===== config.mk =====
export PLATFORM = sky130hd
export DESIGN_NAME = strike_scheduler_flat
export DESIGN_NICKNAME = d
export VERILOG_FILES = /design/src/rtl/strike_scheduler_if.sv /design/src/rtl/strike_scheduler.sv /design/src/flat_wrapper.sv
export SDC_FILE = /design/constraint.sdc
export NUM_CORES = 1
export LEC_CHECK = 0
export ABC_AREA = 1
export CAP_MARGIN = 20
export CORE_MARGIN = 2
export CORE_UTILIZATION = 55
export DETAILED_ROUTE_END_ITERATION = 8
export PLACE_DENSITY_LB_ADDON = 0.12
export SYNTH_ARGS = -nofsm -noshare
export SYNTH_HDL_FRONTEND = slang
export SYNTH_SLANG_ARGS = --single-unit

===== constraint.sdc =====
create_clock -name i_clk_50 -period 8.75 [get_ports i_clk_50]
set_clock_uncertainty 0.1 [all_clocks]
set_input_delay 0.875 -clock i_clk_50 [delete_from_list [all_inputs] [get_ports i_clk_50]]
set_output_delay 0.875 -clock i_clk_50 [all_outputs]
set_load 0.02 [all_outputs]

===== src/rtl/strike_scheduler_if.sv =====
// Ball-state inputs and strike/status outputs of the strike scheduler.
// The scheduler takes the slave side; the ball-tracking logic or a test harness takes the master side.
interface strike_scheduler_if #(
    parameter int POS_W   = 16,
    parameter int DELAY_W = 32
) ();
    logic               i_enable;
    logic [POS_W-1:0]   i_x;
    logic [POS_W-1:0]   i_vx;
    logic [DELAY_W-1:0] i_ball_delay;
    logic [DELAY_W-1:0] i_paddle_delay;
    logic               i_abort;
    logic               o_strike_n;
    logic [3:0]         o_state;
    logic [DELAY_W-1:0] o_applied_delay;
    logic [7:0]         o_strike_count;
    logic               o_cancelled;

    modport slave (
        input  i_enable, i_x, i_vx, i_ball_delay, i_paddle_delay, i_abort,
        output o_strike_n, o_state, o_applied_delay, o_strike_count, o_cancelled
    );

    modport master (
        output i_enable, i_x, i_vx, i_ball_delay, i_paddle_delay, i_abort,
        input  o_strike_n, o_state, o_applied_delay, o_strike_count, o_cancelled
    );
endinterface


===== src/rtl/strike_scheduler.sv =====
// Arms on a ball crossing the trigger line toward our goal, waits the clamped
// ball-minus-paddle delay, fires an active-low strike pulse, then holds off.
//
// state     | meaning
// ----------+-----------------------------------------------------------
// S_IDLE    | waiting for an approaching ball with arming enabled
// S_DELAY   | counting down the latched delay; cancellable
// S_STRIKE  | o_strike_n low for PULSE_LEN cycles; not cancellable
// S_HOLDOFF | re-arm blocked for HOLDOFF cycles or until abort
module strike_scheduler #(
    parameter int POS_W        = 16,
    parameter int DELAY_W      = 32,
    parameter int TRIG_X       = 300,
    parameter int APPROACH_NEG = 1,
    parameter int FIXED_LAT    = 2500000,
    parameter int MIN_DELAY    = 1000,
    parameter int MAX_DELAY    = 49999999,
    parameter int PULSE_LEN    = 8,
    parameter int HOLDOFF      = 50000000
) (
    input  logic              i_clk_50,
    input  logic              i_reset_n,
    strike_scheduler_if.slave bus
);
    localparam int CALC_W = DELAY_W + 2;
    localparam logic [POS_W-1:0]   TRIG_POS   = POS_W'(TRIG_X);
    localparam logic [DELAY_W-1:0] PULSE_LAST = DELAY_W'(PULSE_LEN - 1);
    localparam logic [DELAY_W-1:0] HOLD_LAST  = DELAY_W'(HOLDOFF - 1);

    typedef enum logic [3:0] {
        S_IDLE    = 4'b0001,
        S_DELAY   = 4'b0010,
        S_STRIKE  = 4'b0100,
        S_HOLDOFF = 4'b1000
    } state_t;

    state_t               stateReg;
    logic [DELAY_W-1:0]   counter;
    logic signed [CALC_W-1:0] rawDelay;
    logic [DELAY_W-1:0]   clampedDelay;
    logic [DELAY_W-1:0]   delayLast;
    logic                 vxNeg;
    logic                 vxPos;
    logic                 approach;

    // Two extra bits keep the subtraction from wrapping for any input pair.
    assign rawDelay = $signed({2'b00, bus.i_ball_delay}) - $signed({2'b00, bus.i_paddle_delay})
                      - CALC_W'(FIXED_LAT);

    always_comb begin
        clampedDelay = rawDelay[DELAY_W-1:0];
        if (rawDelay < CALC_W'(MIN_DELAY))
            clampedDelay = DELAY_W'(MIN_DELAY);
        else if (rawDelay > CALC_W'(MAX_DELAY))
            clampedDelay = DELAY_W'(MAX_DELAY);
    end

    assign vxNeg    = bus.i_vx[POS_W-1];
    assign vxPos    = !bus.i_vx[POS_W-1] && (bus.i_vx != '0);
    assign approach = (APPROACH_NEG != 0) ? (vxNeg && (bus.i_x < TRIG_POS))
                                          : (vxPos && (bus.i_x > TRIG_POS));

    assign delayLast   = bus.o_applied_delay - DELAY_W'(1);
    assign bus.o_state = stateReg;

    always_ff @(posedge i_clk_50) begin
        if (!i_reset_n) begin
            stateReg            <= S_IDLE;
            counter             <= '0;
            bus.o_strike_n      <= 1'b1;
            bus.o_applied_delay <= '0;
            bus.o_strike_count  <= '0;
            bus.o_cancelled     <= 1'b0;
        end else begin
            bus.o_cancelled <= 1'b0;
            case (stateReg)
                S_IDLE: begin
                    bus.o_strike_n <= 1'b1;
                    if (bus.i_enable && approach && !bus.i_abort) begin
                        bus.o_applied_delay <= clampedDelay;
                        counter             <= '0;
                        stateReg            <= S_DELAY;
                    end
                end
                S_DELAY: begin
                    if (bus.i_abort || !bus.i_enable || !approach) begin
                        stateReg        <= S_IDLE;
                        bus.o_cancelled <= 1'b1;
                    end else if (counter == delayLast) begin
                        stateReg       <= S_STRIKE;
                        counter        <= '0;
                        bus.o_strike_n <= 1'b0;
                        if (bus.o_strike_count != 8'hFF)
                            bus.o_strike_count <= bus.o_strike_count + 8'd1;
                    end else begin
                        counter <= counter + DELAY_W'(1);
                    end
                end
                S_STRIKE: begin
                    if (counter == PULSE_LAST) begin
                        stateReg       <= S_HOLDOFF;
                        counter        <= '0;
                        bus.o_strike_n <= 1'b1;
                    end else begin
                        counter <= counter + DELAY_W'(1);
                    end
                end
                S_HOLDOFF: begin
                    bus.o_strike_n <= 1'b1;
                    if (bus.i_abort || (counter == HOLD_LAST)) begin
                        stateReg <= S_IDLE;
                        counter  <= '0;
                    end else begin
                        counter <= counter + DELAY_W'(1);
                    end
                end
                default: begin
                    stateReg       <= S_IDLE;
                    counter        <= '0;
                    bus.o_strike_n <= 1'b1;
                end
            endcase
        end
    end
endmodule


===== src/flat_wrapper.sv =====
// flat-port wrapper written by rule: the top's interface ports become plain ports
module strike_scheduler_flat 
#(
    parameter int POS_W        = 16,
    parameter int DELAY_W      = 32,
    parameter int TRIG_X       = 300,
    parameter int APPROACH_NEG = 1,
    parameter int FIXED_LAT    = 2500000,
    parameter int MIN_DELAY    = 1000,
    parameter int MAX_DELAY    = 49999999,
    parameter int PULSE_LEN    = 8,
    parameter int HOLDOFF      = 50000000
)
  (i_clk_50, i_reset_n, bus_i_enable, bus_i_x, bus_i_vx, bus_i_ball_delay, bus_i_paddle_delay, bus_i_abort, bus_o_strike_n, bus_o_state, bus_o_applied_delay, bus_o_strike_count, bus_o_cancelled);
  strike_scheduler_if #(.POS_W(POS_W), .DELAY_W(DELAY_W)) bus_i ();
  input  logic i_clk_50;
  input  logic i_reset_n;
  input wire logic [$bits(bus_i.i_enable)-1:0] bus_i_enable;
  input wire logic [$bits(bus_i.i_x)-1:0] bus_i_x;
  input wire logic [$bits(bus_i.i_vx)-1:0] bus_i_vx;
  input wire logic [$bits(bus_i.i_ball_delay)-1:0] bus_i_ball_delay;
  input wire logic [$bits(bus_i.i_paddle_delay)-1:0] bus_i_paddle_delay;
  input wire logic [$bits(bus_i.i_abort)-1:0] bus_i_abort;
  output wire logic [$bits(bus_i.o_strike_n)-1:0] bus_o_strike_n;
  output wire logic [$bits(bus_i.o_state)-1:0] bus_o_state;
  output wire logic [$bits(bus_i.o_applied_delay)-1:0] bus_o_applied_delay;
  output wire logic [$bits(bus_i.o_strike_count)-1:0] bus_o_strike_count;
  output wire logic [$bits(bus_i.o_cancelled)-1:0] bus_o_cancelled;
  assign bus_i.i_enable = bus_i_enable;
  assign bus_i.i_x = bus_i_x;
  assign bus_i.i_vx = bus_i_vx;
  assign bus_i.i_ball_delay = bus_i_ball_delay;
  assign bus_i.i_paddle_delay = bus_i_paddle_delay;
  assign bus_i.i_abort = bus_i_abort;
  assign bus_o_strike_n = bus_i.o_strike_n;
  assign bus_o_state = bus_i.o_state;
  assign bus_o_applied_delay = bus_i.o_applied_delay;
  assign bus_o_strike_count = bus_i.o_strike_count;
  assign bus_o_cancelled = bus_i.o_cancelled;
  strike_scheduler #(.POS_W(POS_W), .DELAY_W(DELAY_W), .TRIG_X(TRIG_X), .APPROACH_NEG(APPROACH_NEG), .FIXED_LAT(FIXED_LAT), .MIN_DELAY(MIN_DELAY), .MAX_DELAY(MAX_DELAY), .PULSE_LEN(PULSE_LEN), .HOLDOFF(HOLDOFF)) u_core (.i_clk_50(i_clk_50), .i_reset_n(i_reset_n), .bus(bus_i));
endmodule

==> results.md <==
* Grt met2 use at 55.61%
* CP Capture Type: flop
* Crit path max fanout at 25
* Die height at 134.0 um
* Post-CTS setup buffers at 0
* Worst vdd ir at 0.09190 mV
* Post-DRT Antenna Nets at 0
* Multi-input gate area at 0.006491 sq mm
* Placed Area at 0.01074 sq mm
* Count of input and output buffers at 128
* Core area at about 0.017 sq mm
* Layout cell share with drive strength beyond 1 at 7.765%
* Status: complete, no violations
* Antenna diode count at 0
* Crit path time final at 4.656 ns
* Syn-to-layout area delta at 19.48%
* Grt ovf at 0
* Netlist cell types at 50
* Initial antenna violation count at 0
* Total power at 1.271 mW
* Overall routing resource usage at 29.65%
* Worst slew pin tran at 0.9792 ns
* Synthesis-stage register bit count at 78
* CP top delay family: simple AND/OR/NAND/NOR gates
* IO Pins at 146
* First-pass GRT wire length at 44300 um
* Ys async rst share at 0%
* Max Freq at approximately 210 MHz
* Post-synth top area share at approximately 21%
* Met1 usage at 34.22%
* Worst path max stage delay at 0.45 ns
* Hold buffer count at cts at 0
* Ys flop type: dfxtp_1
* Post-Syn Instances at 1666
* Hold Fails Final Rpt at 0
* Post-CTS resize count at 0
* Clk_lat worst skew at 0.34 ns
* Bufs on Longest Clock Path at 2
* Most common cell after layout, fill and taps aside: nand2_1
* Die W at 134.0 um
* FF+latch area at 0.001562 sq mm
* Pwr dens at 114.5 mW/mm^2
* Vias in the first global route at roughly 10k
* Synth area leader: nand2_1
* Buf/Inv on CP at 5
* Total clock sinks at 78
* WS Path Type: input port to flop
* Startpoint Class: input port
* CTS tree: yes
* FP Rows at 47
* Tcrit/Tclk final at 53.22%
* CP Data Arrival Time at 4.79 ns
* Commonest non-fill, non-tap cells in the layout: nand2_1, inv_1, nor2_1, nand3_1, clkdlybuf4s50_1
* # setup viols final at 0
* Largest net degree at the start of global routing at 47
* Root Driver: clkbuf_16
* Drt pass-1 iters at 5
* Seq/Total Area, Yosys at 16.81%
* DRT iter0 DRCs at 600
* Fill cells at approximately 1.6k
* Clk slew on worst S/H paths at 0.06 ns
* RSZ-0062 raised after global routing: no
* Top post-synthesis cells by area: nand2_1, dfxtp_1, inv_1
* RePlAce Congestion at 0.9827
* Mapped cell area at 0.009288 sq mm
* Busiest layer in global routing: met2
* Wire length after detailed routing at 25920 um
* Wire per inst at 12.90 um
* H-tree depth at 3
* Remaining DRCs at 0
* Number of synthesized flops with an enable pin at 0
* Vias per cell at roughly 5.2
* Slew Limit Headroom at 34.54%
* Placed wire-length estimate at 21100 um
* Max Cap Viol at 0
* Met3 Use GR at 2.797%
* Crit path top cell by count: nand2_1
* Avg Cell Area, Syn at 5.575 sq um
* Num CTS Buffers at 9
* Via count at 10.52k
* Post-route cell area at 0.01110 sq mm
* Worst Path Required at 8.88 ns
* Initial core utilization at 56.21%
* Post-route setup TNS at 0 ns
* YS warnings at 0
* Mapped Nets at approximately 1.8k
* Die Area at 0.01794 sq mm
* Leak Pwr at 5.590 nW
* Fin nets at just under 2k
* CP max stage cell: clkdlybuf4s50_1
* Worst Hold Class: flop to flop
* Max-slew violation count at 0
[logic make-up (layout without fill, tap and decap cells)]
kind of cell	count (synthesis)	in the layout	share of synthesized area, %
AOI/OAI and AO/OA	152	152	9.013
xor gates and xnor gates	69	69	6.507
buffers and inverters	317	441	13.30
and+or+nand+nor	1013	1013	49.31
DFF	78	78	16.81
adders and majority gates	37	37	5.065
[worst register-to-register path: stages (launching register included)]
cell and delay [ns]:
dfxtp_1 0.39, inv_1 0.13, ha_1 0.21, nand2_1 0.06
nor2_1 0.15, nand2_1 0.12, nor3_2 0.24, nand2_1 0.11
nor3_2 0.33, nand2_1 0.16, xor2_1 0.16, nand3_1 0.08
nor2_1 0.10, nand4_1 0.12, nor3_2 0.22, nand2_2 0.13
nand2_1 0.13, nand3_1 0.70, o2111ai_1 0.32, inv_1 0.07
[cell usage after synthesis, types with 4 or more instances]
cell / n
nand3_1: 140
xnor2_1: 20
nor2_4: 6
a21oi_2: 10
nand3_2: 15
clkbuf_1: 14
nand2_2: 30
ha_1: 36
nand4_1: 48
nor3_2: 5
xor2_1: 49
nor4_1: 17
nor2_1: 153
o21ai_0: 39
inv_2: 20
dfxtp_1: 78
nand3b_1: 5
a21oi_1: 85
or2_2: 4
o21bai_1: 5
nor2_2: 23
nand2_1: 530
clkinv_1: 4
nor3_1: 27
inv_1: 270
[state kept, by name, summed over array words and instances, names as in the netlist]
| signal | flops |
|---|---|
| u_core.counter | 32 |
| u_core.bus.o_strike_count | 8 |
| u_core.bus.o_state | 4 |
| u_core.bus.o_cancelled | 1 |
| u_core.bus.o_strike_n | 1 |
| u_core.bus.o_applied_delay | 32 |
[per-stage QoR]
stage,hold slack (ns),instances,util (%),worst slack [ns]
4_1_cts,0.3764,2010,67.15,4.161
3_3_place_gp,0.3551,1995,65.00,3.893
5_1_grt,0.4033,2010,67.15,3.694
6_report,0.3748,2010,67.15,4.094
3_5_place_dp,0.3642,1995,65.00,3.819
2_1_floorplan,0.3775,1666,-,4.907
[report_power, final]
part	internal [mW]	switching [mW]
clock network	0.300	0.143
logic	0.164	0.308
registers	0.355	0.000209
total	0.819	0.451
[final timing paths]
check / from / endpoint / slack [ns] / cells past startpoint
max: bus_i_paddle_delay[5] / u_core.bus.o_applied_delay[6] / 4.09 / 28
min: u_core.bus.o_applied_delay[31] / u_core.bus.o_applied_delay[31] / 0.37 / 2
max reg2reg: u_core.bus.o_applied_delay[0] / u_core.counter[10] / 4.60 / 19
min reg2reg: u_core.bus.o_applied_delay[31] / u_core.bus.o_applied_delay[31] / 0.37 / 2
[layout make-up]
type	instances	share of cell area, %
clock buffer	12	2.402
clock inverter	3	0.8118
inverter	295	9.990
multi-input combinational	1271	58.50
sequential	78	14.07
tap	220	2.481
timing repair buffer	131	11.75
[per-layer routing]
| metal | vias up | wire [um] |
|---|---|---|
| met3 | 68 | 1055 |
| met4 | 0 | 1012 |
| met2 | 286 | 13070 |
| li1 | 5506 | - |
| met5 | - | 0 |
| met1 | 4656 | 10780 |
(Power assumes the default switching activity.)
